### config.mk
export PLATFORM = sky130hd
export DESIGN_NAME = tick_watchdog
export DESIGN_NICKNAME = d
export VERILOG_FILES = /design/src/rtl/tick_watchdog.sv
export SDC_FILE = /design/constraint.sdc
export NUM_CORES = 1
export LEC_CHECK = 0
export CAP_MARGIN = 20
export CORE_UTILIZATION = 58
export DETAILED_ROUTE_END_ITERATION = 10
export HOLD_SLACK_MARGIN = 0.15
export PLACE_DENSITY = 0.92
export REMOVE_ABC_BUFFERS = 1
export SETUP_SLACK_MARGIN = 0.2
export SLEW_MARGIN = 40
export SYNTH_ARGS = -nofsm -noshare
export SYNTH_HDL_FRONTEND = slang
export SYNTH_SLANG_ARGS = --single-unit
### constraint.sdc
create_clock -name clk -period 5 [get_ports clk]
set_input_delay 0.75 -clock clk [delete_from_list [all_inputs] [get_ports clk]]
set_output_delay 0.75 -clock clk [all_outputs]
set_load 0.005 [all_outputs]
### src/rtl/tick_watchdog.sv
// Tick-train watchdog: classifies each generator tick as early/good/late, reports lock, latches a sticky fault.
// Latency: all outputs registered, one cycle after the classifying edge. No backpressure; tick is a bare pulse.
// Optional TICK_WDOG_STATS_EN adds miss_total and max_interval statistics outputs.
module tick_watchdog #(
    parameter int PERIOD     = 751,
    parameter int TOL        = 2,
    parameter int CBITS      = 10,
    parameter int LOCK_CNT   = 2,
    parameter int MISS_LIMIT = 3
) (
    input  logic             clk,
    input  logic             rst,
    input  logic             tick,
    input  logic             clr,
    output logic             locked,
    output logic             early,
    output logic             late,
    output logic             fault,
    output logic [CBITS-1:0] interval
`ifdef TICK_WDOG_STATS_EN
    ,
    output logic [15:0]      miss_total,
    output logic [CBITS-1:0] max_interval
`endif
);

    generate
        if (PERIOD + TOL + 1 >= 2 ** CBITS) begin : g_cbits_too_small
            $error("tick_watchdog: CBITS too narrow for PERIOD+TOL+1");
        end
    endgenerate

    localparam int GW = $clog2(LOCK_CNT + 1);
    localparam int MW = $clog2(MISS_LIMIT + 1);

    localparam logic [CBITS-1:0] EARLY_LIM = CBITS'(PERIOD - TOL);
    localparam logic [CBITS-1:0] LATE_AT   = CBITS'(PERIOD + TOL + 1);
    localparam logic [GW-1:0]    GOOD_MAX  = GW'(LOCK_CNT);
    localparam logic [MW-1:0]    MISS_MAX  = MW'(MISS_LIMIT);

    localparam logic [1:0] S_IDLE  = 2'd0;
    localparam logic [1:0] S_TRACK = 2'd1;
    localparam logic [1:0] S_FAULT = 2'd2;

    logic [1:0]       state;
    logic [CBITS-1:0] cnt;
    logic [GW-1:0]    good_cnt;
    logic [MW-1:0]    miss_cnt;

    logic             in_track;
    logic             is_late;
    logic             is_early;
    logic             is_good;
    logic             miss_evt;
    logic [GW-1:0]    good_inc;
    logic [MW-1:0]    miss_inc;

    // The overdue check wins over a coincident tick, so a tick never sees cnt beyond PERIOD+TOL.
    assign in_track = (state == S_TRACK);
    assign is_late  = in_track && (cnt == LATE_AT);
    assign is_early = in_track && tick && !is_late && (cnt < EARLY_LIM);
    assign is_good  = in_track && tick && !is_late && !is_early;
    assign miss_evt = is_late || is_early;
    assign good_inc = (good_cnt == GOOD_MAX) ? good_cnt : good_cnt + 1'b1;
    assign miss_inc = (miss_cnt == MISS_MAX) ? miss_cnt : miss_cnt + 1'b1;

    always_ff @(posedge clk) begin
        if (rst) begin
            state    <= S_IDLE;
            cnt      <= '0;
            good_cnt <= '0;
            miss_cnt <= '0;
            locked   <= 1'b0;
            early    <= 1'b0;
            late     <= 1'b0;
            fault    <= 1'b0;
            interval <= '0;
        end else begin
            early <= is_early;
            late  <= is_late;
            case (state)
                S_IDLE: begin
                    if (tick) begin
                        state <= S_TRACK;
                        cnt   <= CBITS'(1);
                    end
                end
                S_TRACK: begin
                    cnt <= (tick || is_late) ? CBITS'(1) : cnt + 1'b1;
                    if (tick) begin
                        interval <= cnt;
                    end
                    if (miss_evt) begin
                        miss_cnt <= miss_inc;
                        good_cnt <= '0;
                        locked   <= 1'b0;
                        if (miss_inc == MISS_MAX) begin
                            state <= S_FAULT;
                            fault <= 1'b1;
                        end
                    end else if (is_good) begin
                        miss_cnt <= '0;
                        good_cnt <= good_inc;
                        if (good_inc == GOOD_MAX) begin
                            locked <= 1'b1;
                        end
                    end
                end
                S_FAULT: begin
                    // Ticks are ignored here; clr returns to IDLE so the next tick only re-arms.
                    if (clr) begin
                        state    <= S_IDLE;
                        fault    <= 1'b0;
                        cnt      <= '0;
                        good_cnt <= '0;
                        miss_cnt <= '0;
                    end
                end
                default: state <= S_IDLE;
            endcase
        end
    end

`ifdef TICK_WDOG_STATS_EN
    always_ff @(posedge clk) begin
        if (rst) begin
            miss_total   <= '0;
            max_interval <= '0;
        end else begin
            if (miss_evt && (miss_total != 16'hFFFF)) begin
                miss_total <= miss_total + 1'b1;
            end
            if (in_track && tick && (cnt > max_interval)) begin
                max_interval <= cnt;
            end
        end
    end
`endif

endmodule

* Word-level counts from Yosys, hierarchy flattened
Index checks and enable logic that the tools add are counted.
** Cells by class
- Add/sub/neg operators :: 3
- $lt $le $gt $ge :: 1
- Equal/unequal tests :: 12
- Mux-type cells :: 24
- Reduce and logical (&&, ||, !) cells :: 20
** Operators by type and width (number)
- two-way mux 10 bit :: 3
- one-hot mux 10 bit (3 select lines) :: 1
- two-way mux 2 bit :: 10
- adder 10 x 1 -> 10 bit, second input constant :: 1
- equality test 10 bit, second input constant :: 1
- equality test 2 bit, second input constant :: 5
- < comparator 10 bit, second input constant :: 1
- AND reduction 3 bit :: 3
- one-hot mux 2 bit (2 select lines) :: 2
- AND reduction 4 bit :: 2
- two-way mux 1 bit :: 6
- one-hot mux 2 bit (3 select lines) :: 1
- nonzero test 2 bit :: 3
- logical AND 1 bit :: 5
- adder 2 x 1 -> 2 bit, second input constant :: 2
- != test 2 x 1 -> 1 bit, second input constant :: 2
- != test 2 bit, second input constant :: 2
- != test 3 x 1 -> 1 bit, second input constant :: 1
- nonzero test 3 bit :: 1
- equality test 2 x 1 -> 1 bit, second input constant :: 1
- logical NOT 1 bit :: 2
- logical NOT 2 bit :: 1
- logical OR 1 bit :: 2
- one-hot mux 1 bit (2 select lines) :: 1
- AND reduction 2 bit :: 1
** Word-level totals
- Register bits after elaboration :: 30
- Logic and storage cells :: 69

* Logic depth before layout (Yosys ltp)
Gate-level depths: netlist (run 1).
- Depth in word-level cells :: 10
- Gate-level depth with buffers :: 9
- Gate-level depth less buffers :: 7

* Worst setup path after synthesis (run 1)
No wires, ideal clock.
- Kind :: input to register
- From :: input clr
- To :: register cnt[3]
- Data arrival time :: 1.799 ns
- Path slack :: 3.077 ns
- Stages :: 6
- Cells stage by stage :: and2b_1 -> or2_2 -> clkbuf_1 -> nor3_1 -> xnor2_1 -> nor2_1
** Between the ends
- Word-level cells in the longest chain between the ends :: 2
** RTL lines
- start, declared :: RTL line 14 : input logic clr,
- != test 2 bit (no source line)
- AND reduction 3 bit (no source line)
- end signal, assigned :: RTL line 89 : cnt <= (tick || is_late) ? CBITS'(1) : cnt + 1'b1;
- end, declared :: RTL line 46 : logic [CBITS-1:0] cnt;
No other way between the ends.
A chain may end at the register's enable or synchronous reset.

* Worst setup path after layout (run 1)
- From :: input tick
- To :: register state[1]
** Between the ends
- Word-level cells in the longest chain between the ends :: 6
- Elaborated cells between the ends (all ways) :: 7
- Those cells by class :: eq/ne (2); reduce/logical (5)
** RTL lines
- start, declared :: RTL line 13 : input logic tick,
- logical AND 1 bit (3 in series) :: RTL line 61 : assign is_early = in_track && tick && !is_late && (cnt < EARLY_LIM);
- logical OR 1 bit :: RTL line 63 : assign miss_evt = is_late || is_early;
- != test 2 x 1 -> 1 bit (no source line)
- AND reduction 4 bit (no source line) (*)
- end signal, assigned :: RTL line 69 : state <= S_IDLE;
- end signal, assigned :: RTL line 84 : state <= S_TRACK;
- end signal, assigned :: RTL line 98 : state <= S_FAULT;
- end, declared :: RTL line 45 : logic [1:0] state;
Every way passes the cells marked *; elsewhere a longest branch is shown, timed or not.

==> results of run 1 <==
[metrics by stage]
step	utilization [%]	setup WS, ps	area, µm²	hold WS (ps)
6_report	69.9	2620	1720	458
5_1_grt	69.9	2460	1720	490
4_1_cts	70.1	2630	1720	458
3_5_place_dp	67.6	2280	1660	448
3_3_place_gp	67.6	2350	1660	444
2_1_floorplan	-	3100	1450	430
[cell usage in the layout, fill, tap and decap left out, drive strengths merged, types with 2 or more instances in the layout]
cell	synthesis	routed
nand2	36	36
dfxtp	30	30
a21oi	18	18
clkdlybuf4s50	0	16
nor2	13	13
inv	9	9
ha	8	8
nand2b	7	7
clkbuf	7	7
xnor2	4	4
o21ai	4	4
nor2b	3	3
mux2i	3	3
nor3	3	3
xor2	3	3
or2	3	3
and3b	2	2
and4b	2	2
nand4	2	2
nand3b	2	2
nor4	2	2
nand4b	2	2
a211oi	2	2
[critical path: stages]
cell             delay (ps)
clkdlybuf4s50_1         560
nand2_1                 250
a21oi_1                 330
a211oi_2                160
nor4b_4                 360
mux2i_1                 220
[per-layer routing]
metal | global-route usage (%) | part of all wire, %
met5 | 0 | 0
met4 | 15.4 | 2.3
met3 | 8.62 | 5.9
met2 | 41.4 | 48
met1 | 27.4 | 43
[registers in the layout (all words and copies together), names as in the netlist]
signal / count
cnt: 10
early: 1
fault: 1
good_cnt: 2
interval: 10
late: 1
locked: 1
miss_cnt: 2
state: 2
[cell families (layout without fill, tap and decap cells)]
logic type	Yosys count	after routing	share of synthesized area [%]
mux	3	3	2.00
xor+xnor	7	7	4.07
simple gates	84	84	29.1
compound gates	30	30	12.6
fa+ha+maj	8	8	6.65
flops	30	30	39.9
buf+inv	20	34	5.74
[where the power goes]
| part | internal, mW | switching, mW | total [mW] | leakage, nW |
|---|---|---|---|---|
| Sequential | 0.264 | 0.0219 | 0.285 | 0.243 |
| Combinational | 0.0954 | 0.136 | 0.231 | 0.335 |
| Clock | 0.0680 | 0.0820 | 0.150 | 0.0353 |
| Total | 0.427 | 0.239 | 0.667 | 0.613 |
[synth_stat cells, types with 3 or more instances]
cell	number	area [µm²]
o21ai_0	3	15.0
clkbuf_1	7	26.3
dfxtp_1	30	601
nor2b_1	3	18.8
nand2_1	36	135
inv_1	9	33.8
xnor2_1	4	35.0
nor3_1	3	15.0
xor2_1	3	26.3
buf_2	3	15.0
ha_1	8	100
a21oi_1	18	90.1
mux2i_1	3	30.0
nand2b_1	7	43.8
nor2_1	13	48.8
[path summary, 6_finish.rpt]
kind / startpoint / endpoint / slack [ps]
setup / recovery: tick / state[1]$_SDFFE_PP0P_ / 2620
hold / removal: good_cnt[1]$_SDFFE_PP0P_ / good_cnt[1]$_SDFFE_PP0P_ / 460
setup reg to reg: state[1]$_SDFFE_PP0P_ / state[1]$_SDFFE_PP0P_ / 2760
hold reg to reg: good_cnt[1]$_SDFFE_PP0P_ / good_cnt[1]$_SDFFE_PP0P_ / 460
[area by class of cell]
cell class	count	share of cell area, %
Clock buffer	7	3.21
Clock inverter	1	0.292
Inverter	9	1.97
Multi-Input combinational cell	132	47.7
Sequential cell	30	35.0
Tap cell	30	2.19
Timing Repair Buffer	17	9.63
==> run summary, run 1 <==
CTS max path bufs = 2
clk sinks = 30
Reg2Reg Depth = 7
drt first pass iters = 4
first-pass GRT wire length = 5.00 mm
Post-Place Cells = 218
Reg clk slew, reported paths = 80 ps
CP Capture Type = register
Vias = 1271
initial antenna violation count = 0
setup_tns = 0 ps
total gr overflow = 0
die width = 52.9 µm
worst hold path class = register to register
Initial Util = 61.3%
die area = 2800 µm²
post-DR vias/cell = 5.62
fin crit period = 2380 ps
worst rel slew slack = 63.6%
Post CTS Setup Buffer Count = 0
Final #Nets = 207
fill count = 192
P_leak = 0.613 nW
IO Count = 18
Core ar. = 2450 µm²
Port Buffers = 17
initial DRC count = 31
Synth Flop Type = dfxtp_1
Syn-to-layout area delta = 14.0%
largest net degree at the start of global routing = 27
fmax = 419 MHz
height of the die = 52.9 µm
post-DP HPWL = 2.32 mm
row count = 18
Wirelength per Cell = 13.6 µm
clk root buf = clkbuf_4
clock latency reported for the late side of the worst-skew pair = 330 ps
number of global-route vias before repair = 1186
Power Density = 389 nW/µm²
hold_buf cts = 0
post-CTS sizing = 0
Critical Path Start Type = input pin
RSZ-0062 raised after global routing = no
Worst EP arrival = 2640 ps
DRT antenna net count = 0
Final Non-Filler Cells = 226
average size of a mapped cell = 8.27 µm²
CP Class = input pin to register
total power = 667 µW
async set-or-reset flop fraction in the synthesized netlist = 0%
Synthesis Warnings = 0
Setup-failing EPs final = 0
Worst Skew = 12.6 ps
VDD IR max = 345 µV
synthesized netlist cell count = 182
Remaining DRCs = 0
Final Hold Vio Count = 0
Ant. Diodes = 0
area occupied by multi-input gates = 818 µm²
worst-path maximum fanout = 11
Final period util = 47.7%
Routability Congestion = 0.896
Final Max Slew Viols = 0
Synth Register Bits = 30
Num CTS Buffers = 5
GRT Util Overall = 25.1%
sequential area share after synthesis = 39.9%
htree depth = 2
fraction of layout cells with a size suffix above 1 = 7.14%
storage element area = 601 µm²
Synth Cell Area = 1510 µm²
outcome = complete, no violations
Worst Tran Pin Value = 541 ps
number of cells on the worst hold path = 2
Post-synth EDFFs = 0
wirelength, routed = 3.07 mm
Yosys cell types = 40
Worst EP required = 5250 ps
max_cap viols = 0
CTS tree = yes
No activity file was read; power rests on OpenSTA's default activity.
==> run 2, diff against run 1 <==
--- a/config.mk
+++ b/config.mk
@@ -6,10 +6,10 @@
 export NUM_CORES = 1
 export LEC_CHECK = 0
 export CAP_MARGIN = 20
-export CORE_UTILIZATION = 58
+export CORE_UTILIZATION = 54
 export DETAILED_ROUTE_END_ITERATION = 10
 export HOLD_SLACK_MARGIN = 0.15
-export PLACE_DENSITY = 0.92
+export PLACE_DENSITY = 0.88
 export REMOVE_ABC_BUFFERS = 1
 export SETUP_SLACK_MARGIN = 0.2
 export SLEW_MARGIN = 40
==> constraint.sdc (replaced) <==
create_clock -name clk -period 2.3 [get_ports clk]
set_input_delay 0.345 -clock clk [delete_from_list [all_inputs] [get_ports clk]]
set_output_delay 0.345 -clock clk [all_outputs]
set_load 0.005 [all_outputs]
==> run 2 against run 1 <==
Effect of this change:
- via count up 4.2%
- cell count up 1.3%
- clock skew up 4.3 ps
- non-clock buffer count up 3
- sequential share of layout area down 0.94 points
- routed wire length up 2.9%
- combinational power up 130%
- critical path depth up 1
==> run summary, run 2 (synthesis results as in run 1) <==
outcome = complete, no violations
post-DP HPWL = 2.35 mm (+0.97%)
Regs by FF count = cnt x10, interval x10
area occupied by multi-input gates = 835 µm² (+2.0%)
clk root buf = clkbuf_4
Post-Place Cells = 221 (+1.4%)
Final Max Slew Viols = 0 (unchanged)
Final Hold Vio Count = 0 (unchanged)
Initial Util = 59.1% (-2.2 points)
Worst EP required = 2560 ps (-2690 ps)
RSZ-0062 raised after global routing = no
worst rel slew slack = 75.0% (+11 points)
hold_buf cts = 0 (unchanged)
Final Non-Filler Cells = 229 (+1.3%)
commonest non-fill, non-tap cell in the layout = nand2_1
fraction of layout cells with a size suffix above 1 = 10.6% (+3.4 points)
Setup-failing EPs final = 0 (unchanged)
post-CTS sizing = 0 (unchanged)
setup_tns = 0 ps (unchanged)
fmax = 503 MHz
Power Density = 835 nW/µm² (+110%)
placed cell areas = 1680 µm² (+1.4%)
total power = 1.47 mW (+120%)
die area = 3000 µm² (+7.1%)
CP Class = register to register
Worst EP arrival = 2250 ps (-390 ps)
IO Count = 18 (unchanged)
GRT Util Overall = 23.6% (-1.5 points)
first-pass GRT wire length = 4.93 mm (-1.4%)
design area = 1760 µm² (+2.8%)
height of the die = 54.8 µm (+3.5%)
Remaining DRCs = 0 (unchanged)
dpl ws = 210 ps (-2070 ps)
CP Capture Type = register
worst hold path class = register to register
number of cells on the worst hold path = 2 (unchanged)
Critical Path Start Type = register
Port Buffers = 17 (unchanged)
worst hold margin = 460 ps (+1.94 ps)
worst-path maximum fanout = 9 (-2)
drt first pass iters = 4 (unchanged)
number of global-route vias before repair = 1153 (-2.8%)
initial antenna violation count = 0 (unchanged)
DRT antenna net count = 0 (unchanged)
fin crit period = 1990 ps
Num CTS Buffers = 5 (unchanged)
storage element area = 601 µm² (unchanged)
fill count = 206 (+7.3%)
P_leak = 0.625 nW (+2.0%)
Ant. Diodes = 0 (unchanged)
row count = 18 (unchanged)
commonest non-fill, non-tap cells in the layout = 36 x nand2_1, 30 x dfxtp_1, 18 x a21oi_1
wirelength, routed = 3.16 mm (+2.9%)
max_cap viols = 0 (unchanged)
htree depth = 2 (unchanged)
Reg2Reg Depth = 7 (unchanged)
Final #Nets = 210 (+1.4%)
Post CTS Setup Buffer Count = 0 (unchanged)
total gr overflow = 0 (unchanged)
Routability Congestion = 0.952 (+6.3%)
Wirelength per Cell = 13.8 µm (+1.5%)
largest net degree at the start of global routing = 14 (-48%)
Reg clk slew, reported paths = 100 ps (+20 ps)
VDD IR max = 726 µV (+110%)
CTS tree = yes
Worst Skew = 16.9 ps (+4.32 ps)
initial DRC count = 30 (-3.2%)
clock latency reported for the late side of the worst-skew pair = 340 ps (about the same)
post-DR vias/cell = 5.79 (+2.9%)
Worst Tran Pin Value = 373 ps (-167 ps)
Vias = 1325 (+4.2%)
Final period util = 86.5%
Core ar. = 2540 µm² (+3.7%)
CTS max path bufs = 2 (unchanged)
post-route core utilization = 69.3% (-0.61 points)
clk sinks = 30 (unchanged)
die width = 54.8 µm (+3.5%)
Syn-to-layout area delta = 17.1%
final critical-path setup slack = 311 ps (-2300 ps)
[run 2: cell type report]
type	count	area share, %
multi-input combinational	132	47.3
timing repair buffer	20	10.9
sequential	30	34.1
inverter	9	1.92
clock buffer	6	2.91
clock inverter	2	0.710
tap	30	2.13
[run 2: worst max-delay path, cell delays in order (launching register included)]
cell and delay, ps:
dfxtp_1 370, inv_1 120, ha_1 150, and4b_1 180, and3_1 380, a211oi_2 140
nor4b_4 360, mux2i_1 230
[run 2: worst paths after layout]
| check | from | endpoint | slack, ps |
|---|---|---|---|
| setup / recovery | cnt[0]$_SDFFE_PP0P_ | state[1]$_SDFFE_PP0P_ | 310 |
| setup reg to reg | cnt[0]$_SDFFE_PP0P_ | state[1]$_SDFFE_PP0P_ | 310 |
| hold reg to reg | interval[6]$_SDFFE_PP0P_ | interval[6]$_SDFFE_PP0P_ | 460 |
| hold / removal | interval[6]$_SDFFE_PP0P_ | interval[6]$_SDFFE_PP0P_ | 460 |
[run 2: where the power goes]
group	internal, mW	total (mW)	switching (mW)
clock	0.147	0.336	0.189
combinational	0.220	0.522	0.302
sequential	0.573	0.615	0.0417
[run 2: per-layer routing]
metal	vias to the layer above	GRT usage, %	routed length [µm]
li1	637	-	-
met1	632	25.4	1290
met2	46	41.6	1620
met3	10	6.94	177
met4	0	11.5	68
met5	-	0	0
